File: config.mk
export PLATFORM = sky130hd
export DESIGN_NAME = key_debounce
export DESIGN_NICKNAME = d
export VERILOG_FILES = /design/src/rtl/key_debounce.sv
export SDC_FILE = /design/constraint.sdc
export NUM_CORES = 1
export LEC_CHECK = 0
export CAP_MARGIN = 20
export CORE_UTILIZATION = 35
export DETAILED_ROUTE_END_ITERATION = 6
export MAX_ROUTING_LAYER = met4
export SYNTH_ARGS = -nofsm -noshare
export SYNTH_HDL_FRONTEND = slang
export SYNTH_SLANG_ARGS = --single-unit
File: constraint.sdc
create_clock -name sys_clk -period 2.3 [get_ports sys_clk]
set_clock_uncertainty 0.15 [all_clocks]
set_input_delay 0.345 -clock sys_clk [delete_from_list [all_inputs] [get_ports sys_clk]]
set_output_delay 0.345 -clock sys_clk [all_outputs]
set_load 0.01 [all_outputs]
File: src/rtl/key_debounce.sv
// Per-key debouncer for active-low push buttons: two-flop synchronizer, hold-time
// filter, and registered press / release / long-press event pulses.
module key_debounce #(
  parameter int KEY_W        = 2,
  parameter int DEBOUNCE_CNT = 1_000_000,
  parameter int LONG_CNT     = 50_000_000
) (
  input  logic             sys_clk,
  input  logic             sys_rst_n,
  input  logic [KEY_W-1:0] key,
  output logic [KEY_W-1:0] key_value,
  output logic [KEY_W-1:0] key_press,
  output logic [KEY_W-1:0] key_release,
  output logic [KEY_W-1:0] key_long
);

  localparam int DB_W = $clog2(DEBOUNCE_CNT);
  localparam int LG_W = $clog2(LONG_CNT + 1);
  localparam logic [DB_W-1:0] DB_LAST = DB_W'(DEBOUNCE_CNT - 1);
  localparam logic [LG_W-1:0] LG_LAST = LG_W'(LONG_CNT - 1);
  localparam logic [LG_W-1:0] LG_SAT  = LG_W'(LONG_CNT);

  logic [KEY_W-1:0] key_p0, key_p1;
  logic [DB_W-1:0]  db_cnt   [KEY_W];
  logic [LG_W-1:0]  long_cnt [KEY_W];
  logic [KEY_W-1:0] accept;
  logic [KEY_W-1:0] value_next;

  // stage p0/p1: synchronizer, idles at released (1)
  always_ff @(posedge sys_clk or negedge sys_rst_n) begin
    if (!sys_rst_n) begin
      key_p0 <= '1;
      key_p1 <= '1;
    end else begin
      key_p0 <= key;
      key_p1 <= key_p0;
    end
  end

  // The stable state is ~key_value, so "synced level differs from stable"
  // reduces to key_p1 == key_value.
  always_comb begin
    accept = '0;
    for (int i = 0; i < KEY_W; i++) begin
      accept[i] = (key_p1[i] == key_value[i]) && (db_cnt[i] == DB_LAST);
    end
    value_next = key_value ^ accept;
  end

  // stage p2: debounce counters, level and edge events
  always_ff @(posedge sys_clk or negedge sys_rst_n) begin
    if (!sys_rst_n) begin
      key_value   <= '0;
      key_press   <= '0;
      key_release <= '0;
      for (int i = 0; i < KEY_W; i++) begin
        db_cnt[i] <= '0;
      end
    end else begin
      key_value   <= value_next;
      key_press   <= accept & value_next;
      key_release <= accept & ~value_next;
      for (int i = 0; i < KEY_W; i++) begin
        if (key_p1[i] != key_value[i]) begin
          db_cnt[i] <= '0;
        end else if (accept[i]) begin
          db_cnt[i] <= '0;
        end else begin
          db_cnt[i] <= db_cnt[i] + DB_W'(1);
        end
      end
    end
  end

  // Long-press timer runs only while the key is held on both sides of the edge,
  // so the release cycle itself can never produce a late key_long.
  always_ff @(posedge sys_clk or negedge sys_rst_n) begin
    if (!sys_rst_n) begin
      key_long <= '0;
      for (int i = 0; i < KEY_W; i++) begin
        long_cnt[i] <= '0;
      end
    end else begin
      for (int i = 0; i < KEY_W; i++) begin
        key_long[i] <= 1'b0;
        if (!(key_value[i] && value_next[i])) begin
          long_cnt[i] <= '0;
        end else if (long_cnt[i] == LG_LAST) begin
          long_cnt[i] <= LG_SAT;
          key_long[i] <= 1'b1;
        end else if (long_cnt[i] != LG_SAT) begin
          long_cnt[i] <= long_cnt[i] + LG_W'(1);
        end
      end
    end
  end

endmodule

Word-level counts from Yosys, hierarchy flattened
Cells that the tools add are included.
- add/sub/neg operators: 4
- equality and inequality tests: 12
- mux-type cells: 14
- bitwise logic cells: 4
- reductions and logical operators: 4
- operators with widths (cell ; number):
    two-way mux 26 bit ; 6
    two-way mux 20 bit ; 4
    adder 26 x 1 -> 26 bit (second input constant) ; 2
    == test 26 bit (second input constant) ; 2
    inequality test 26 bit (second input constant) ; 2
    adder 20 x 1 -> 20 bit (second input constant) ; 2
    == test 20 bit (second input constant) ; 2
    inequality test 3 x 1 -> 1 bit (second input constant) ; 2
    bitwise AND 2 bit ; 2
    logical AND 1 bit ; 4
    two-way mux 1 bit ; 4
    == test 1 bit ; 2
    inequality test 1 bit ; 2
    inverter 2 bit ; 1
    XOR 2 bit ; 1
- bits in registers: 104
- bits of input ports: 4
- output and inout bits: 8
- word-level logic and storage cells: 48

Depth between registers and ports, before layout
- depth after elaboration: 5
- mapped depth: 11
- mapped depth without buffers: 11

Worst setup path after synthesis
OpenSTA, ideal clock, no wires.
- path type: register -> register
- from: register db_cnt[20] in the netlist's numbering
- to: register long_cnt[29] in the netlist's numbering
- setup time: 0.080 ns
- data arrival time: 2.221 ns
- data required time: 2.070 ns
- setup slack: -0.152 ns
- stages on the path, launching flop included: 11
- buffers on the path: 2
- period minus slack after synthesis: 2.452 ns
- cell sequence: dfrtp_1 -> ha_1 -> and2_0 -> clkbuf_1 -> nand4_1 -> ha_1 -> nand4b_1 -> or4_4 -> buf_6 -> and2_4 -> nor3_2
- word-level cells in the longest chain between the ends: 5
- elaborated cells on any way between the ends: 6
- classes of those cells: 2 x eq/ne; 1 x mux; 1 x bitwise; 2 x reduce/logical
- RTL lines (item ; RTL line ; text):
    start: declaration ; 24 ; logic [DB_W-1:0] db_cnt [KEY_W];
    start signal: indexed assignment ; 69 ; db_cnt[i] <= db_cnt[i] + DB_W'(1);
    == test 20 bit * ; 45 ; accept[i] = (key_p1[i] == key_value[i]) && (db_cnt[i] == DB_LAST);
    logical AND 1 bit * ; 45 ;
    XOR 2 bit * ; 47 ; value_next = key_value ^ accept;
    logical AND 1 bit * ; 86 ; if (!(key_value[i] && value_next[i])) begin
    inequality test 3 x 1 -> 1 bit (no source line) / two-way mux 26 bit (equally long branches) ; n/a ;
    end signal: indexed assignment ; 92 ; long_cnt[i] <= long_cnt[i] + LG_W'(1);
    end: declaration ; 25 ; logic [LG_W-1:0] long_cnt [KEY_W];
Mark *: on every way between the ends. The rest lies on a longest branch, timed or not.
A chain may end at the register's enable or synchronous reset.

Worst setup path in the final report
- from: register db_cnt[1] in the netlist's numbering
- to: register long_cnt[4] in the netlist's numbering
Same word-level chain as after synthesis.

==> impl_metrics.toml <==
[place]
gp_congestion = 0.8594
placed_area_um2 = 6127
dp_hpwl_mm = 8.079
io_buffers = 11

[detailed_routing]
routed-wl-met3_um = 426
drt-met1-wl_mm = 5.402
top_layer = "met4"
firstDrtPassIters = 7
drc = 4
final_antenna_net_count = 0
postRouteWirelength_mm = 11.84
via_per_inst = 5.134
dr_wl_met2_mm = 5.833
routedWlPerCell_um = 14.40
drt_iter0_markers = 216
routed-via-count = 4220

[setup_path]
worstPathArrival_ps = 2410
required_ps = 2420
slowest_stage = "dfrtp_1"
cp_num_buf_inv = 3
worstSetupEndpointType = "register"
cp_max_fo = 4
max_stage_delay_ps = 390
path_class = "register to register"
crit_chain = "ha_2 -> and3_4 -> nand4_1 -> inv_1 -> nand2_2 -> ha_4 -> nand2_4 -> nor4_4 -> nand3_2 -> buf_6 -> buf_4 -> a22oi_2"
path_delay_family = "simple AND/OR/NAND/NOR gates"
start_kind = "register"

[die]
start_util = 0.3608
die_area_um2 = 15590
io-pin-count = 12
die_y_um = 124.9
fp.dieW_um = 124.9
rows = 44
core-area_um2 = 14640

[cts]
cts_tree = "yes"
cts_buffers = 9
clock-root-buffer = "clkbuf_16"
cts.clk_slew.worst_paths_ps = 70
clock_path_buffers = 2
worstSkewPairLatency_ps = 360
clock-sinks = 104
cts_max_level = 3

[pwr]
vdd_drop_max_mv = 0.3755
p_leak_nw = 2.915
powerDensity_nw_per_um2 = 504.4

[timing]
rsz0062_at_grt = "true"
post-route-period-util = 0.9952
tightest_slew_ps = 499.0
maxSlewViolCount = 0
period_needed_ps = 2289
setup_viol = 0
slew_headroom = 0.6643
holdWs_ps = 206.8
max_freq_mhz = 436.9
timing_hold_violations_final = 0

[yosys]
synth.net_count = 548
synth_seq_cells = 104
synthCells = 530
avgSynthCellArea_um2 = 9.969
postSynth.asyncResetShare = 1.000
synth_ff_type = "dfrtp_1"
syn_area_um2 = 5284
synth_cell_types = 50
synth_warnings = 0
synth_edf_count = 0
yosysSeqAreaShare = 0.4935

[run_status]
status = "complete, but fails checks"
violations = "design-rule violations"

[cells_and_area]
fillCellCount = 1371
nNetsFinal = 651
diodes = 0
design_area_um2 = 6847
area.growth.synth_to_final_pct = 29.58
drive_above_1_share = 0.2618

[run]
drv_cap = 0

[grt]
grt_overflow_total = 0
antenna_found_initial = 0
grt_start_max_net_pins = 41
grt_use_total = 0.1610
grt_pass1_wl_mm = 19.61
grt_pass1_vias = 4246

[hold_path]
hold_class = "register to register"
-- final timing paths --
check	slack, ps	from	cells after the start	endpoint
worst max-delay path	10	db_cnt[1]	12	long_cnt[4]
worst min-delay path	210	key_p0[0]	0	key_p1[0]
worst max register to register	10	db_cnt[1]	12	long_cnt[4]
worst min register to register	210	key_p0[0]	0	key_p1[0]
max in group asynchronous	1030	sys_rst_n	3	key_p0[1]
min in group asynchronous	350	sys_rst_n	2	long_cnt[14]
-- power by group --
group	leakage [nW]	switching (W)	total, W	internal [W]
Combinational	1.34	0.0000688	0.000117	0.0000484
Clock	0.138	0.000689	0.00149	0.000798
Sequential	1.43	0.00000663	0.00185	0.00184
Total	2.91	0.000764	0.00345	0.00269
-- cell type report --
type	count	area [um2]	share of cell area
tap	184	230.2	0.03363
sequential	104	2608	0.3808
multi-input combinational	398	2774	0.4052
inverter	16	60.06	0.008772
clock buffer	11	252.7	0.03692
timing repair buffer	104	880.8	0.1287
clock inverter	5	41.29	0.006031
-- cells by family after synthesis --
group	count (synthesis)	share of synthesized area
AO/OA/AOI/OAI	39	0.04807
XOR/XNOR	75	0.1243
adder cells (fa/ha/maj)	14	0.03315
buffers and inverters	29	0.02439
flip-flops	104	0.4935
multiplexers	1	0.001894
AND/OR/NAND/NOR	268	0.2747
-- synth_stat cells, types with 2 or more instances --
cell | instances | area, um2
a21oi_1 | 7 | 35.03
a31oi_1 | 6 | 37.54
a41oi_1 | 2 | 17.52
and2_1 | 7 | 43.79
and2_4 | 2 | 17.52
and3_1 | 16 | 100.1
and4_1 | 10 | 87.58
buf_2 | 4 | 20.02
buf_6 | 2 | 22.52
clkbuf_1 | 7 | 26.28
dfrtp_1 | 100 | 2502
dfstp_2 | 4 | 105.1
ha_1 | 14 | 175.2
inv_1 | 16 | 60.06
nand2_1 | 42 | 157.7
nand2b_1 | 2 | 12.51
nand3_1 | 40 | 200.2
nand3b_1 | 3 | 22.52
nand4_1 | 27 | 168.9
nand4b_1 | 2 | 17.52
nor2_1 | 77 | 289.0
nor3_1 | 11 | 55.05
nor4_1 | 10 | 62.56
nor4b_1 | 2 | 17.52
o21ai_0 | 17 | 85.08
or4_1 | 2 | 15.01
or4b_1 | 2 | 20.02
xnor2_1 | 24 | 210.2
xor2_1 | 51 | 446.7
-- registers in the layout, summed over array words and instances (netlist names) --
name / count
key_p0: 2
db_cnt: 40
key_p1: 2
long_cnt: 52
key_value: 2
key_press: 2
key_long: 2
key_release: 2
-- metrics by stage --
step | utilization | power [W] | instances | setup WS [ps] | TNS, ps
floorplan | - | 0.001910 | 530 | -31.93 | -205.6
finish | 0.4675 | 0.003454 | 822 | 10.97 | 0
global placement | 0.4184 | 0.001985 | 783 | -74.65 | -542.1
CTS | 0.4521 | 0.003496 | 814 | -16.25 | -26.92
detailed placement | 0.4184 | 0.001987 | 783 | -121.9 | -2390
global route | 0.4675 | 0.003588 | 822 | -103.4 | -1366
-- what timing repair did --
action | in CTS | in global routing
cloned | 1 | 1
buffers inserted | 13 | 8
hold endpoints to repair | 33 | 0
pin swaps | 16 | 16
gates resized for setup | 19 | 47
hold buffers | 1 | 0
setup endpoints to repair | 46 | 68
-- worst register-to-register path: cells and delay by family (launching register included) --
kind	cells	cell delay (ps)
AO/OA/AOI/OAI	1	100
adder cells (fa/ha/maj)	2	340
buffers and inverters	3	370
flip-flops	1	390
AND/OR/NAND/NOR	6	860
-- placed cells by master, fill, tap and decap left out, types with 3 or more instances in the layout --
cell and count:
dfrtp_1 100, buf_4 83, nor2_1 68, xor2_1 51, nand3_1 39, nand2_1 37, nand4_1 27, xnor2_1 24
inv_1 15, and3_1 12, nor3_1 10, clkbuf_16 10, clkdlybuf4s50_1 10, and4_1 9, nor2_2 9, nor4_1 8
ha_1 8, a21oi_1 7, and2_1 7, o21ai_0 7, o21ai_1 6, buf_6 6, o21ai_2 4, a31oi_1 4
and3_4 4, nand2_2 4, ha_2 4, dfstp_2 4, nand3b_1 3, and2_4 3, clkinv_4 3
-- layer usage --
metal,GRT usage,vias up
met5,-,-
met4,0.04878,0
met3,0.04124,10
met2,0.2650,66
met1,0.1941,2084
li1,-,2060
(Power assumes the default switching activity.)
